`config.mk`:
```
export PLATFORM = sky130hd
export DESIGN_NAME = alif_neuron_core
export DESIGN_NICKNAME = d
export VERILOG_FILES = /design/src/rtl/alif_pkg.sv /design/src/rtl/alif_leak_timer.sv /design/src/rtl/alif_neuron_core.sv
export SDC_FILE = /design/constraint.sdc
export NUM_CORES = 1
export LEC_CHECK = 0
export CAP_MARGIN = 20
export CORE_MARGIN = 4
export CORE_UTILIZATION = 61
export DETAILED_ROUTE_END_ITERATION = 12
export GPL_TIMING_DRIVEN = 1
export MAX_ROUTING_LAYER = met4
export PLACE_DENSITY = 0.93
export SYNTH_ARGS = -nofsm -noshare
export SYNTH_HDL_FRONTEND = slang
export SYNTH_SLANG_ARGS = --single-unit
```
`constraint.sdc`:
```
create_clock -name clk -period 17 [get_ports clk]
set_input_delay 3.4 -clock clk [delete_from_list [all_inputs] [get_ports clk]]
set_output_delay 3.4 -clock clk [all_outputs]
set_load 0.02 [all_outputs]
```
`src/rtl/alif_pkg.sv`:
```
// ---------------------------------------------------------------------------
// alif_pkg
// Shared definitions for the ALIF neuron core and its serial parameter loader:
// FSM state encoding, datapath widths, loader default parameter values and a
// saturating narrowing helper used by the membrane/threshold datapath.
// ---------------------------------------------------------------------------
package alif_pkg;

    typedef enum logic [1:0] {
        WAIT_PARAMS = 2'd0,
        INTEGRATE   = 2'd1,
        REFRACTORY  = 2'd2
    } alif_state_e;

    localparam int MEM_W = 8;
    localparam int CUR_W = 8;

    // Power-up values the loader presents before any serial write.
    localparam logic [2:0]       DEF_WEIGHT      = 3'd2;
    localparam logic [MEM_W-1:0] DEF_LEAK_RATE   = 8'd2;
    localparam logic [MEM_W-1:0] DEF_THR_MIN     = 8'd30;
    localparam logic [3:0]       DEF_LEAK_CYCLES = 4'd2;

    // Clamp a 12-bit unsigned intermediate to the 8-bit range.
    function automatic logic [MEM_W-1:0] sat_u8(input logic [11:0] v);
        return (v > 12'd255) ? 8'hFF : v[MEM_W-1:0];
    endfunction

endpackage

```
`src/rtl/alif_leak_timer.sv`:
```
// ---------------------------------------------------------------------------
// alif_leak_timer
// Free-running 4-bit leak counter. While run_i is high it counts enabled
// cycles and asserts leak_event_o on the cycle where counter+1 reaches
// leak_cycles_i, wrapping to 0 on that edge. leak_cycles_i == 0 disables
// leak events and pins the counter at 0.
// Ports:
//   clk, rst_n     clock, asynchronous active-low reset
//   run_i          advance the counter this cycle
//   clear_i        synchronous clear (core parked without parameters)
//   leak_cycles_i  leak period in enabled cycles
//   leak_event_o   combinational leak-event strobe for the current cycle
// ---------------------------------------------------------------------------
module alif_leak_timer (
    input  logic       clk,
    input  logic       rst_n,
    input  logic       run_i,
    input  logic       clear_i,
    input  logic [3:0] leak_cycles_i,
    output logic       leak_event_o
);

    logic [3:0] cnt_q;
    logic [3:0] cnt_d;
    logic [4:0] cnt_inc;
    logic       hit;

    // 5-bit increment so a live reduction of leak_cycles below the current
    // count wraps cleanly instead of aliasing.
    assign cnt_inc      = {1'b0, cnt_q} + 5'd1;
    assign hit          = (leak_cycles_i != 4'd0) && (cnt_inc == {1'b0, leak_cycles_i});
    assign leak_event_o = run_i && !clear_i && hit;

    always_comb begin
        cnt_d = cnt_q;
        if (clear_i) begin
            cnt_d = 4'd0;
        end else if (run_i) begin
            if (leak_cycles_i == 4'd0 || hit) begin
                cnt_d = 4'd0;
            end else begin
                cnt_d = cnt_inc[3:0];
            end
        end
    end

    always_ff @(posedge clk or negedge rst_n) begin
        if (!rst_n) begin
            cnt_q <= 4'd0;
        end else begin
            cnt_q <= cnt_d;
        end
    end

endmodule

```
`src/rtl/alif_neuron_core.sv`:
```
// ---------------------------------------------------------------------------
// alif_neuron_core
// Single-channel adaptive leaky integrate-and-fire neuron. Integrates the
// weighted input current into a saturating 8-bit membrane, applies periodic
// leak, fires a one-cycle spike when the membrane reaches the adaptive
// threshold, raises the threshold by THR_INC per spike and lets it decay back
// towards threshold_min on leak events. Each spike is followed by a
// REFRAC_CYCLES-long refractory period during which input is ignored.
// Ports:
//   clk, rst_n     clock, asynchronous active-low reset
//   enable         global advance; low freezes state (spike_out still clears)
//   params_ready   loader parameters valid; low parks the core in WAIT_PARAMS
//   weight_a, leak_rate, threshold_min, leak_cycles   live neuron parameters
//   input_current, input_valid                          input sample
//   spike_out      registered spike pulse
//   membrane       membrane potential
//   threshold      adaptive threshold
//   refractory     high while in REFRACTORY
// ---------------------------------------------------------------------------
module alif_neuron_core
    import alif_pkg::*;
#(
    parameter logic [7:0] THR_INC       = 8'd10,
    parameter logic [3:0] REFRAC_CYCLES = 4'd4
) (
    input  logic             clk,
    input  logic             rst_n,
    input  logic             enable,
    input  logic             params_ready,
    input  logic [2:0]       weight_a,
    input  logic [MEM_W-1:0] leak_rate,
    input  logic [MEM_W-1:0] threshold_min,
    input  logic [3:0]       leak_cycles,
    input  logic [CUR_W-1:0] input_current,
    input  logic             input_valid,
    output logic             spike_out,
    output logic [MEM_W-1:0] membrane,
    output logic [MEM_W-1:0] threshold,
    output logic             refractory
);

    alif_state_e      state_q, state_d;
    logic [MEM_W-1:0] mem_q, mem_d;
    logic [MEM_W-1:0] thr_q, thr_d;
    logic             spike_q, spike_d;
    logic [3:0]       rcnt_q, rcnt_d;

    logic             leak_event;
    logic             timer_run;
    logic             timer_clear;
    logic [10:0]      product;
    logic [MEM_W-1:0] sum_sat;
    logic [MEM_W-1:0] sum_leak;
    logic [MEM_W-1:0] thr_spike;
    logic [MEM_W-1:0] thr_adapt;

    assign timer_run   = enable && params_ready && (state_q != WAIT_PARAMS);
    assign timer_clear = enable && !params_ready;

    alif_leak_timer u_leak_timer (
        .clk           (clk),
        .rst_n         (rst_n),
        .run_i         (timer_run),
        .clear_i       (timer_clear),
        .leak_cycles_i (leak_cycles),
        .leak_event_o  (leak_event)
    );

    // Datapath: add the weighted input, saturate, then subtract leak, so a
    // coincident input and leak event is compared after both are applied.
    assign product   = 11'(input_current) * 11'(weight_a);
    assign sum_sat   = input_valid ? sat_u8(12'(mem_q) + 12'(product)) : mem_q;
    assign sum_leak  = !leak_event            ? sum_sat :
                       (sum_sat >= leak_rate) ? (sum_sat - leak_rate) : 8'd0;
    assign thr_spike = sat_u8(12'(thr_q) + 12'(THR_INC));

    // Floor enforcement outranks decay so a live raise of threshold_min is
    // honoured immediately rather than racing the decrement.
    always_comb begin
        thr_adapt = thr_q;
        if (thr_q < threshold_min) begin
            thr_adapt = threshold_min;
        end else if (leak_event && (thr_q > threshold_min)) begin
            thr_adapt = thr_q - 8'd1;
        end
    end

    always_comb begin
        state_d = state_q;
        mem_d   = mem_q;
        thr_d   = thr_q;
        rcnt_d  = rcnt_q;
        spike_d = 1'b0;
        if (enable) begin
            if (!params_ready) begin
                state_d = WAIT_PARAMS;
                rcnt_d  = 4'd0;
            end else begin
                case (state_q)
                    WAIT_PARAMS: begin
                        state_d = INTEGRATE;
                        thr_d   = threshold_min;
                    end
                    INTEGRATE: begin
                        if (sum_leak >= thr_q) begin
                            spike_d = 1'b1;
                            mem_d   = 8'd0;
                            thr_d   = thr_spike;
                            rcnt_d  = REFRAC_CYCLES;
                            state_d = REFRACTORY;
                        end else begin
                            mem_d = sum_leak;
                            thr_d = thr_adapt;
                        end
                    end
                    REFRACTORY: begin
                        mem_d = 8'd0;
                        thr_d = thr_adapt;
                        if (rcnt_q <= 4'd1) begin
                            rcnt_d  = 4'd0;
                            state_d = INTEGRATE;
                        end else begin
                            rcnt_d = rcnt_q - 4'd1;
                        end
                    end
                    default: begin
                        state_d = WAIT_PARAMS;
                        rcnt_d  = 4'd0;
                    end
                endcase
            end
        end
    end

    always_ff @(posedge clk or negedge rst_n) begin
        if (!rst_n) begin
            state_q <= WAIT_PARAMS;
            mem_q   <= 8'd0;
            thr_q   <= 8'd0;
            spike_q <= 1'b0;
            rcnt_q  <= 4'd0;
        end else begin
            state_q <= state_d;
            mem_q   <= mem_d;
            thr_q   <= thr_d;
            spike_q <= spike_d;
            rcnt_q  <= rcnt_d;
        end
    end

    assign spike_out  = spike_q;
    assign membrane   = mem_q;
    assign threshold  = thr_q;
    assign refractory = (state_q == REFRACTORY);

endmodule

```
After elaboration in Yosys (flattened, before gate mapping)
Cells that the tools add are included.
{"block": "word_totals", "output_inout_bits": 18, "ff_bits": 27}
{"block": "classes", "n_eq_ne": 6, "n_reduce_logical": 21, "n_lt_le_gt_ge": 7, "mux": 26, "addsub": 6, "n_mul": 1}
{"operator": "2-to-1 mux 8 bit", "count": 9}
{"operator": "2-to-1 mux 4 bit", "count": 6}
{"operator": "case mux 8 bit (3 select lines)", "count": 1}
{"operator": "greater-or-equal comparator 8 bit", "count": 2}
{"operator": "case mux 8 bit (2 select lines)", "count": 1}
{"operator": "adder 8 x 11 -> 12 bit", "count": 1}
{"operator": "greater-than comparator 12 x 8 -> 1 bit (second input constant)", "count": 1}
{"operator": "case mux 4 bit (3 select lines)", "count": 1}
{"operator": "AND reduction 3 bit", "count": 4}
{"operator": "multiplier 8 x 3 -> 11 bit", "count": 1}
{"operator": "adder 8 x 4 -> 9 bit (second input constant)", "count": 1}
{"operator": "greater-than comparator 9 x 8 -> 1 bit (second input constant)", "count": 1}
{"operator": "greater-than comparator 8 bit", "count": 1}
{"operator": "less-than comparator 8 bit", "count": 1}
{"operator": "subtractor 8 x 1 -> 8 bit (second input constant)", "count": 1}
{"operator": "subtractor 8 bit", "count": 1}
{"operator": "logical AND 1 bit", "count": 7}
{"operator": "2-to-1 mux 2 bit", "count": 3}
{"operator": "case mux 2 bit (3 select lines)", "count": 1}
{"operator": "nonzero test 2 bit", "count": 3}
{"operator": "adder 4 x 1 -> 5 bit (second input constant)", "count": 1}
{"operator": "== test 5 x 4 -> 1 bit", "count": 1}
{"operator": "less-or-equal comparator 4 x 1 -> 1 bit (second input constant)", "count": 1}
{"operator": "logical NOT 4 bit", "count": 1}
{"operator": "12 further kinds", "count": 16}

Longest topological paths before layout
Gate-level depths: netlist of run 1.
{"block": "depth", "word_depth": 13, "ltp_mapped": 30, "mapped_depth_nobuf": 29}

Modules after synthesis
Synthesis of run 1 repeated with hierarchy kept, for this count alone.
{"block": "hier_totals", "hier_cells": 494, "hier_area_um2": 4018.9}
{"mod": "alif_neuron_core", "cells_each": 463, "instances": 1, "area_each_um2": 3698.5}
{"mod": "alif_leak_timer", "cells_each": 31, "instances": 1, "area_each_um2": 320.3}

Least setup slack after synthesis of run 1
OpenSTA, ideal clock, no wires.
{"block": "synth_timing", "path_kind": "input to register", "start": "input input_current[1]", "end": "register thr_q[0], in the netlist threshold[0]", "setup_slack_ns": 7.234, "setup_ns": 0.094, "stages": 28, "t_required_ns": 16.906, "path_buffers": 1, "arrival_ns": 9.672, "cell_sequence": "and2_1 -> fa_1 -> fa_1 -> ha_1 -> nor2b_1 -> o31ai_1 -> a21oi_1 -> nor3b_1 -> o21ai_2 -> o22ai_1 -> inv_1 -> ha_1 -> nor2b_1 -> o21ai_1 -> nand2b_1 -> or4_1 -> a221o_1 -> or3b_1 -> o21ai_0 -> ha_1 -> a211oi_1 -> nor2_1 -> a211o_1 -> buf_2 -> and2_1 -> a211oi_1 -> mux2_1 -> a211oi_1"}
{"block": "synth_between", "elab_chain_len": 11}
{"element": "start, declared", "line": "alif_neuron_core.sv:34", "source": "input logic [CUR_W-1:0] input_current,"}
{"element": "multiplier 8 x 3 -> 11 bit (*)", "line": "alif_neuron_core.sv:71", "source": "assign product = 11'(input_current) * 11'(weight_a);"}
{"element": "adder 8 x 11 -> 12 bit (*)", "line": "alif_neuron_core.sv:72", "source": "assign sum_sat = input_valid ? sat_u8(12'(mem_q) + 12'(product)) : mem_q;"}
{"element": "greater-than comparator 12 x 8 -> 1 bit", "line": "alif_pkg.sv:26", "source": "return (v > 12'd255) ? 8'hFF : v[MEM_W-1:0];"}
{"element": "2-to-1 mux 8 bit (*)", "line": "alif_pkg.sv:26"}
{"element": "2-to-1 mux 8 bit (*)", "line": "alif_neuron_core.sv:72"}
{"element": "subtractor 8 bit or greater-or-equal comparator 8 bit (tied branches)", "line": "alif_neuron_core.sv:74", "source": "(sum_sat >= leak_rate) ? (sum_sat - leak_rate) : 8'd0;"}
{"element": "2-to-1 mux 8 bit", "line": "alif_neuron_core.sv:74"}
{"element": "2-to-1 mux 8 bit (*)", "line": "alif_neuron_core.sv:73", "source": "assign sum_leak = !leak_event ? sum_sat :"}
{"element": "greater-or-equal comparator 8 bit (*)", "line": "alif_neuron_core.sv:105", "source": "if (sum_leak >= thr_q) begin"}
{"element": "2-to-1 mux 8 bit (*)", "line": "alif_neuron_core.sv:105"}
{"element": "case mux 8 bit (3 select lines) (*)", "line": "alif_neuron_core.sv:99", "source": "case (state_q)"}
{"element": "end signal, assigned", "line": "alif_neuron_core.sv:145", "source": "thr_q <= thr_d;"}
{"element": "end, declared", "line": "alif_neuron_core.sv:44", "source": "logic [MEM_W-1:0] thr_q, thr_d;"}
Mark *: on every way between the ends. The rest lies on a longest branch, timed or not.
A chain may end at the register's enable or synchronous reset.

Worst setup path after layout of run 1
{"block": "layout_timing", "start": "input weight_a[2]", "end": "register thr_q[0], in the netlist threshold[0]"}
{"block": "layout_between", "elab_chain_len": 11}
{"element": "start, declared", "line": "alif_neuron_core.sv:30", "source": "input logic [2:0] weight_a,"}
{"element": "multiplier 8 x 3 -> 11 bit (*)", "line": "alif_neuron_core.sv:71"}
{"element": "adder 8 x 11 -> 12 bit (*)", "line": "alif_neuron_core.sv:72"}
{"element": "greater-than comparator 12 x 8 -> 1 bit", "line": "alif_pkg.sv:26"}
{"element": "2-to-1 mux 8 bit (*)", "line": "alif_pkg.sv:26"}
{"element": "2-to-1 mux 8 bit (*)", "line": "alif_neuron_core.sv:72"}
{"element": "subtractor 8 bit or greater-or-equal comparator 8 bit (tied branches)", "line": "alif_neuron_core.sv:74"}
{"element": "2-to-1 mux 8 bit", "line": "alif_neuron_core.sv:74"}
{"element": "2-to-1 mux 8 bit (*)", "line": "alif_neuron_core.sv:73"}
{"element": "greater-or-equal comparator 8 bit (*)", "line": "alif_neuron_core.sv:105"}
{"element": "2-to-1 mux 8 bit (*)", "line": "alif_neuron_core.sv:105"}
{"element": "case mux 8 bit (3 select lines) (*)", "line": "alif_neuron_core.sv:99"}
Marks and branches as above.

==> flow_results.xml, run 1 <==
<?xml version="1.0" encoding="UTF-8"?>
<metrics>
  <group name="setup_path">
    <metric name="critPathLaunchType" unit="">input pin</metric>
    <metric name="worst_ep_arrival_time" unit="ns">10.98</metric>
    <metric name="crit_top_cell" unit="">a211oi_1</metric>
    <metric name="critical_path_required" unit="ns">17.21</metric>
    <metric name="dominant_delay_contributor_by_cell_family_on_the_critical_path" unit="">compound AO/OA/AOI/OAI gates</metric>
    <metric name="ff2ff_setup_slack" unit="ns">10.09</metric>
    <metric name="slowest_stage" unit="">clkdlybuf4s50_1</metric>
    <metric name="criticalPathCategory" unit="">in2reg</metric>
    <metric name="slowest_delay" unit="ns">0.62</metric>
    <metric name="critical_path_buf_inv_count" unit="">2</metric>
    <metric name="path_max_fanout" unit="">9</metric>
    <metric name="critPathCaptureType" unit="">flop</metric>
  </group>
  <group name="drt">
    <metric name="ant_nets" unit="">0</metric>
    <metric name="route.detailed.drc" unit="">0</metric>
    <metric name="route.detailed.vias_per_inst" unit="">6.46</metric>
    <metric name="route.vias.total" unit="">4009</metric>
    <metric name="routed_wire_length_per_instance" unit="µm">17.4</metric>
    <metric name="first_drt_iteration_drcs" unit="">288</metric>
    <metric name="route.final.wire_length" unit="µm">10800</metric>
    <metric name="drt_first_pass_iters" unit="">5</metric>
  </group>
  <group name="placement">
    <metric name="detailedPlace.worstSlack" unit="ns">6.01</metric>
    <metric name="hpwl" unit="µm">8740</metric>
    <metric name="place.gp.congestion" unit="">1.01</metric>
    <metric name="quantity_of_i_o_buffers_inserted_on_ports" unit="">53</metric>
    <metric name="placed_cells_incl_taps" unit="">617</metric>
  </group>
  <group name="global_route">
    <metric name="first_global_vias" unit="">3892</metric>
    <metric name="grt_start_max_net_pins" unit="">28</metric>
    <metric name="initial_antenna_violation_count" unit="">0</metric>
    <metric name="global_route.usage.total" unit="">0.291</metric>
    <metric name="grt-ovfl-total" unit="">0</metric>
    <metric name="grt_pass1_wl" unit="µm">17800</metric>
  </group>
  <group name="synth">
    <metric name="synth_edf_count" unit="">0</metric>
    <metric name="ys_async_sr_fraction" unit="">1.00</metric>
    <metric name="post_synth_inst_count" unit="">498</metric>
    <metric name="yosys_most_used_dff" unit="">dfrtp_1</metric>
    <metric name="post_synth_num_cell_types" unit="">68</metric>
    <metric name="synth.cell_area" unit="µm²">3990</metric>
    <metric name="synthesis.area_per_instance" unit="µm²">8.00</metric>
    <metric name="ys_warnings" unit="">0</metric>
    <metric name="synth.ff_latch_count" unit="">27</metric>
    <metric name="synth_nets" unit="">600</metric>
    <metric name="synth-seq-area-share" unit="">0.169</metric>
  </group>
  <group name="floorplan">
    <metric name="die_width" unit="µm">88.8</metric>
    <metric name="initial_utilization" unit="">0.628</metric>
    <metric name="top_level_ports" unit="">54</metric>
    <metric name="design.core.area" unit="µm²">6350</metric>
    <metric name="die_h" unit="µm">88.8</metric>
    <metric name="fp_rows" unit="">29</metric>
    <metric name="floorplan.die_area" unit="µm²">7890</metric>
  </group>
  <group name="run_status">
    <metric name="outcome" unit="">completed</metric>
  </group>
  <group name="layout">
    <metric name="mostFrequentLayoutCell" unit="">inv_1</metric>
    <metric name="fin_cells" unit="">621</metric>
    <metric name="mostFrequentLayoutCells" unit="">inv_1, clkdlybuf4s50_1, ha_1, nand2_1, o21ai_0</metric>
    <metric name="nets" unit="">647</metric>
    <metric name="drive_gt1_frac" unit="">0.0368</metric>
    <metric name="total_area_of_multi_input_combinational_cells" unit="µm²">3010</metric>
    <metric name="fill_cell_total_of_the_finished_layout" unit="">490</metric>
    <metric name="area_growth_syn_to_layout" unit="%">15.6</metric>
    <metric name="seq_area" unit="µm²">676</metric>
    <metric name="antennaDiodeCount" unit="">0</metric>
  </group>
  <group name="clock_tree">
    <metric name="cts.sinks" unit="">27</metric>
    <metric name="cts_post_setup_buffers_inserted" unit="">0</metric>
    <metric name="number_of_buffers_inserted_for_hold_repair_after_clock_tree_synthesis" unit="">0</metric>
    <metric name="cts_tree" unit="">built</metric>
    <metric name="cts-root-to-sink-buffers" unit="">2</metric>
    <metric name="h-tree-depth" unit="">1</metric>
    <metric name="worstSkewPairLatency" unit="ns">0.29</metric>
    <metric name="cts_resized" unit="">0</metric>
    <metric name="clkTransAtPathRegs" unit="ns">0.11</metric>
    <metric name="cts-buffers-inserted" unit="">3</metric>
    <metric name="ctsRootBufferMaster" unit="">clkbuf_8</metric>
  </group>
  <group name="power_and_ir_drop">
    <metric name="switching_power" unit="mW">0.383</metric>
    <metric name="power_per_cell_area" unit="nW/µm²">151</metric>
    <metric name="report.power.total" unit="mW">0.693</metric>
    <metric name="power.combinational.fraction" unit="">0.752</metric>
    <metric name="intPower" unit="mW">0.310</metric>
    <metric name="swShare" unit="">0.553</metric>
    <metric name="clk_network_pwr_share" unit="">0.061</metric>
    <metric name="seq_power_share" unit="">0.187</metric>
    <metric name="cellLeakagePower" unit="nW">2.03</metric>
    <metric name="vdd.ir_drop.worst" unit="µV">96.9</metric>
  </group>
  <group name="sta">
    <metric name="final.setup.tns" unit="ns">0</metric>
    <metric name="worst_slew_margin_rel" unit="">0.533</metric>
    <metric name="hold_viol_final" unit="">0</metric>
    <metric name="tightestPinTransition" unit="ns">0.698</metric>
    <metric name="rsz_0062_raised_after_global_routing" unit="">no</metric>
    <metric name="post-route-worst-setup-slack" unit="ns">6.23</metric>
    <metric name="timing.final.crit_period" unit="ns">10.77</metric>
    <metric name="fmax" unit="MHz">92.8</metric>
    <metric name="clock-skew-final" unit="ns">0.00288</metric>
    <metric name="timing.final.max_slew_violations" unit="">0</metric>
    <metric name="fin_crit_sh" unit="">0.634</metric>
    <metric name="finalSetupViolations" unit="">0</metric>
    <metric name="fin_hold_ws" unit="ns">0.515</metric>
  </group>
  <group name="worst_hold_path">
    <metric name="hold_path_class" unit="">reg2reg</metric>
  </group>
  <group name="flow_run">
    <metric name="cap_viol_max_count" unit="">0</metric>
  </group>
</metrics>
stage by stage:
stage | cell area (µm²) | utilization
finish | 4610 | 0.726
global route | 4610 | 0.726
CTS | 4610 | 0.726
detailed placement | 4560 | 0.718
global placement | 4560 | 0.718
floorplan | 3990 | -
synthesized netlist by cell type (3+ instances only):
library cell / n / area share
nor2_1: 25 / 0.024
nor4_1: 4 / 0.0063
o211ai_1: 3 / 0.0056
dfrtp_1: 27 / 0.17
a221oi_1: 3 / 0.0066
a211oi_1: 10 / 0.019
o31a_1: 3 / 0.0066
o22ai_1: 12 / 0.019
a21oi_1: 19 / 0.024
fa_1: 14 / 0.070
nand2_1: 44 / 0.041
o31ai_1: 9 / 0.017
inv_1: 63 / 0.059
nand2b_1: 6 / 0.0094
clkbuf_1: 5 / 0.0047
o2111ai_1: 5 / 0.011
ha_1: 52 / 0.16
xnor2_1: 16 / 0.035
a21boi_0: 3 / 0.0056
a21o_1: 5 / 0.0094
and2_1: 19 / 0.030
nor3_1: 13 / 0.016
o21a_1: 3 / 0.0056
nand4_1: 8 / 0.013
buf_2: 5 / 0.0063
o21ai_1: 3 / 0.0038
xor2_1: 6 / 0.013
nor2b_1: 7 / 0.011
nand3_1: 14 / 0.018
o221ai_1: 8 / 0.018
o21ai_0: 34 / 0.043
metal layers:
layer	global-route usage	part of all wire
met1	0.363	0.40
met2	0.489	0.50
met3	0.0391	0.081
met4	0.0838	0.016
met5	-	0
power by group through the flow:
stage | Sequential (mW) | Combinational [mW] | Clock, mW
after floorplan | 0.132 | 0.369 | 0
after global placement | 0.128 | 0.494 | 0
after detailed placement | 0.129 | 0.511 | 0
after CTS | 0.128 | 0.515 | 0.0419
after global routing | 0.134 | 0.575 | 0.0445
final | 0.130 | 0.522 | 0.0420
area by class of cell:
| type | count | area share |
|---|---|---|
| Timing Repair Buffer | 54 | 0.117 |
| Clock inverter | 1 | 0.00163 |
| Sequential cell | 27 | 0.147 |
| Clock buffer | 3 | 0.00896 |
| Inverter | 63 | 0.0513 |
| Tap cell | 77 | 0.0209 |
| Multi-Input combinational cell | 396 | 0.654 |
final timing paths:
check / from / to / cells past startpoint
setup reg to reg: membrane[2]$_DFFE_PN0P_ / threshold[0]$_DFFE_PN0P_ / 27
max in group asynchronous: rst_n / membrane[2]$_DFFE_PN0P_ / 2
hold / removal: rcnt_q[1]$_DFFE_PN0P_ / rcnt_q[1]$_DFFE_PN0P_ / 2
min in group asynchronous: rst_n / threshold[7]$_DFFE_PN0P_ / 2
hold reg to reg: rcnt_q[1]$_DFFE_PN0P_ / rcnt_q[1]$_DFFE_PN0P_ / 2
setup / recovery: weight_a[2] / threshold[0]$_DFFE_PN0P_ / 29
kinds of logic after synthesis:
logic type | share of synthesized area
buffers and inverters | 0.0750
XOR/XNOR | 0.0483
AO/OA/AOI/OAI | 0.249
flip-flops | 0.169
adder cells (fa/ha/maj) | 0.234
multiplexers | 0.00785
AND/OR/NAND/NOR | 0.217
worst register-to-register path, cell delays in order, from the launching register on:
cell	delay, ns
dfrtp_1	0.42
inv_1	0.08
fa_1	0.59
inv_1	0.06
ha_1	0.31
a211oi_1	0.31
o21ai_0	0.16
o2111ai_1	0.13
nor2b_1	0.19
o21ai_2	0.13
o22ai_1	0.28
ha_1	0.25
fa_1	0.24
nor2b_1	0.07
o21ai_1	0.12
nand2b_1	0.11
or4_1	0.49
a221o_1	0.41
or3b_1	0.21
o21ai_0	0.08
ha_1	0.32
a211oi_1	0.32
nor2_1	0.13
a211o_1	0.42
and2_1	0.24
a211oi_1	0.22
mux2_1	0.35
a211oi_1	0.18
registers in the layout (all words and copies together), names as in the netlist:
signal / count
membrane: 8
u_leak_timer.cnt_q: 4
state_q: 2
rcnt_q: 4
spike_out: 1
threshold: 8
(Power assumes the default switching activity.)
==> run 2, diff against run 1 <==
--- a/config.mk
+++ b/config.mk
@@ -7,11 +7,11 @@
 export LEC_CHECK = 0
 export CAP_MARGIN = 20
 export CORE_MARGIN = 4
-export CORE_UTILIZATION = 61
+export CORE_UTILIZATION = 52
 export DETAILED_ROUTE_END_ITERATION = 12
 export GPL_TIMING_DRIVEN = 1
 export MAX_ROUTING_LAYER = met4
-export PLACE_DENSITY = 0.93
+export PLACE_DENSITY = 0.85
 export SYNTH_ARGS = -nofsm -noshare
 export SYNTH_HDL_FRONTEND = slang
 export SYNTH_SLANG_ARGS = --single-unit
==> constraint.sdc (replaced) <==
create_clock -name clk -period 9.37 [get_ports clk]
set_input_delay 1.874 -clock clk [delete_from_list [all_inputs] [get_ports clk]]
set_output_delay 1.874 -clock clk [all_outputs]
set_load 0.02 [all_outputs]
==> run 2 against run 1 <==
  * Cell area increased by 2.3%
  * Wire length rose by 3.1%
  * Clock power is 74% higher
  * Die area increased by 16%
  * Via count up 0.20%
  * Critical path depth is 1 higher
  * Register-to-register slack got worse by 7.4 ns
  * Critical path type unchanged
  * Critical endpoint unchanged
==> flow_results.xml, run 2 (same netlist as run 1, synthesis figures left out) <==
<?xml version="1.0" encoding="UTF-8"?>
<metrics>
  <group name="power_and_ir_drop">
    <metric name="swShare" unit="">0.554</metric>
    <metric name="intPower" unit="mW">0.582</metric>
    <metric name="seq_power_share" unit="">0.182</metric>
    <metric name="vdd.ir_drop.worst" unit="µV">148</metric>
    <metric name="switching_power" unit="mW">0.724</metric>
    <metric name="clk_network_pwr_share" unit="">0.056</metric>
    <metric name="power.combinational.fraction" unit="">0.762</metric>
    <metric name="cellLeakagePower" unit="nW">2.07</metric>
    <metric name="power_per_cell_area" unit="nW/µm²">277</metric>
  </group>
  <group name="global_route">
    <metric name="grt-ovfl-total" unit="">0</metric>
    <metric name="initial_antenna_violation_count" unit="">0</metric>
    <metric name="global_route.usage.total" unit="">0.257</metric>
    <metric name="first_global_vias" unit="">3926</metric>
    <metric name="grt_start_max_net_pins" unit="">28</metric>
    <metric name="grt_pass1_wl" unit="µm">18300</metric>
  </group>
  <group name="run_status">
    <metric name="outcome" unit="">completed</metric>
  </group>
  <group name="drt">
    <metric name="ant_nets" unit="">0</metric>
    <metric name="routed_wire_length_per_instance" unit="µm">17.3</metric>
    <metric name="route.vias.total" unit="">4017</metric>
    <metric name="route.detailed.drc" unit="">0</metric>
    <metric name="route.final.wire_length" unit="µm">11200</metric>
    <metric name="drt_first_pass_iters" unit="">5</metric>
    <metric name="route.detailed.vias_per_inst" unit="">6.22</metric>
    <metric name="first_drt_iteration_drcs" unit="">338</metric>
  </group>
  <group name="setup_path">
    <metric name="worst_ep_arrival_time" unit="ns">9.15</metric>
    <metric name="path_max_fanout" unit="">9</metric>
    <metric name="critical_path.startpoint" unit="">weight_a[0]</metric>
    <metric name="rr_startpoint" unit="">membrane[2]$_DFFE_PN0P_</metric>
    <metric name="critical_path_required" unit="ns">9.57</metric>
    <metric name="critPathCaptureType" unit="">flop</metric>
    <metric name="slowest_stage" unit="">clkdlybuf4s50_1</metric>
    <metric name="critPathLaunchType" unit="">input pin</metric>
    <metric name="slowest_delay" unit="ns">0.52</metric>
    <metric name="criticalPathCategory" unit="">in2reg</metric>
  </group>
  <group name="layout">
    <metric name="mostFrequentLayoutCells" unit="">inv_1, ha_1, clkdlybuf4s50_1, nand2_1, o21ai_0</metric>
    <metric name="mostFrequentLayoutCell" unit="">inv_1</metric>
    <metric name="finish.instance_area" unit="µm²">4710</metric>
    <metric name="drive_gt1_frac" unit="">0.0585</metric>
    <metric name="total_area_of_multi_input_combinational_cells" unit="µm²">3060</metric>
    <metric name="fin_cells" unit="">646</metric>
    <metric name="area_growth_syn_to_layout" unit="%">18.2</metric>
    <metric name="seq_area" unit="µm²">676</metric>
    <metric name="antennaDiodeCount" unit="">0</metric>
    <metric name="fill_cell_total_of_the_finished_layout" unit="">629</metric>
    <metric name="nets" unit="">650</metric>
  </group>
  <group name="clock_tree">
    <metric name="cts-root-to-sink-buffers" unit="">2</metric>
    <metric name="cts_post_setup_buffers_inserted" unit="">0</metric>
    <metric name="ctsRootBufferMaster" unit="">clkbuf_8</metric>
    <metric name="clkTransAtPathRegs" unit="ns">0.10</metric>
    <metric name="cts_tree" unit="">built</metric>
    <metric name="cts-buffers-inserted" unit="">3</metric>
    <metric name="cts.sinks" unit="">27</metric>
    <metric name="worstSkewPairLatency" unit="ns">0.29</metric>
    <metric name="h-tree-depth" unit="">1</metric>
  </group>
  <group name="placement">
    <metric name="hpwl" unit="µm">8900</metric>
    <metric name="place.gp.congestion" unit="">0.939</metric>
    <metric name="quantity_of_i_o_buffers_inserted_on_ports" unit="">53</metric>
    <metric name="placed_cells_incl_taps" unit="">642</metric>
    <metric name="placement.cell_area" unit="µm²">4610</metric>
  </group>
  <group name="sta">
    <metric name="timing.final.max_slew_violations" unit="">0</metric>
    <metric name="tightestPinTransition" unit="ns">0.664</metric>
    <metric name="hold_viol_final" unit="">0</metric>
    <metric name="fin_crit_sh" unit="">0.955</metric>
    <metric name="worst_slew_margin_rel" unit="">0.556</metric>
    <metric name="finalSetupViolations" unit="">0</metric>
    <metric name="clock-skew-final" unit="ns">0.00306</metric>
    <metric name="fmax" unit="MHz">112</metric>
    <metric name="timing.final.crit_period" unit="ns">8.95</metric>
  </group>
  <group name="worst_hold_path">
    <metric name="worstHoldStart" unit="">rcnt_q[1]$_DFFE_PN0P_</metric>
    <metric name="hold_path_class" unit="">reg2reg</metric>
  </group>
  <group name="floorplan">
    <metric name="design.core.area" unit="µm²">7370</metric>
    <metric name="floorplan.die_area" unit="µm²">9130</metric>
    <metric name="initial_utilization" unit="">0.541</metric>
    <metric name="die_width" unit="µm">95.6</metric>
    <metric name="fp_rows" unit="">31</metric>
    <metric name="top_level_ports" unit="">54</metric>
    <metric name="die_h" unit="µm">95.6</metric>
  </group>
  <group name="flow_run">
    <metric name="cap_viol_max_count" unit="">0</metric>
  </group>
</metrics>
## run 2: cell types whose count changed in the layout (fill, tap and decap cells not counted), sizes merged
cell	change
buf	+3
clkdlybuf4s50	-2
dlymetal6s2s	+2
## run 2: cell type report
| type | count | area share |
|---|---|---|
| Clock buffer | 3 | 0.00876 |
| Inverter | 63 | 0.0502 |
| Tap cell | 99 | 0.0263 |
| Timing Repair Buffer | 57 | 0.120 |
| Clock inverter | 1 | 0.00159 |
| Sequential cell | 27 | 0.143 |
| Multi-Input combinational cell | 396 | 0.650 |
## run 2: metrics by stage
stage / util / hold slack [ns] / TNS, ns / setup WS [ns] / power [mW]
2_1_floorplan: - / 0.464 / 0 / 1.13 / 0.909
3_3_place_gp: 0.625 / 0.481 / 0 / 0.223 / 1.16
3_5_place_dp: 0.625 / 0.500 / -0.106 / -0.106 / 1.19
4_1_cts: 0.632 / 0.523 / 0 / 0.157 / 1.27
5_1_grt: 0.639 / 0.568 / -0.0587 / -0.0392 / 1.41
6_report: 0.639 / 0.521 / 0 / 0.420 / 1.31
## run 2: worst max-delay path: cells and delay by family
kind | cells | cell delay [ns]
multiplexers | 1 | 0.34
buffers and inverters | 4 | 0.68
AO/OA/AOI/OAI | 12 | 2.51
adder cells (fa/ha/maj) | 5 | 1.96
AND/OR/NAND/NOR | 8 | 1.77
## run 2: timing repair
item	4_1_cts	5_1_grt
hold buffers	0	0
resized for setup	0	13
setup endpoints to repair	0	15
## run 2: path summary, 6_finish.rpt
| kind | to | slack [ns] | depth (start not counted) |
|---|---|---|---|
| setup reg to reg | threshold[0]$_DFFE_PN0P_ | 2.70 | 27 |
| hold / removal | rcnt_q[1]$_DFFE_PN0P_ | 0.52 | 2 |
| setup / recovery | threshold[0]$_DFFE_PN0P_ | 0.42 | 30 |
| max in group asynchronous | threshold[0]$_DFFE_PN0P_ | 7.14 | 2 |
| hold reg to reg | rcnt_q[1]$_DFFE_PN0P_ | 0.52 | 2 |
| min in group asynchronous | threshold[6]$_DFFE_PN0P_ | 1.95 | 2 |
## run 2: routing by layer
layer | global-route usage | up-vias | wire (µm)
met2 | 0.433 | 215 | 5420
met4 | 0.0498 | 0 | 157
met5 | - | - | 0
met3 | 0.0371 | 17 | 990
li1 | - | 1892 | -
met1 | 0.331 | 1893 | 4590
## run 2: power groups by stage
stage / Combinational [mW] / Clock [mW] / Sequential [mW]
after floorplan: 0.670 / 0 / 0.239
after global placement: 0.919 / 0 / 0.236
after detailed placement: 0.950 / 0 / 0.237
after CTS: 0.959 / 0.0741 / 0.234
after global routing: 1.09 / 0.0775 / 0.243
final: 0.994 / 0.0729 / 0.238
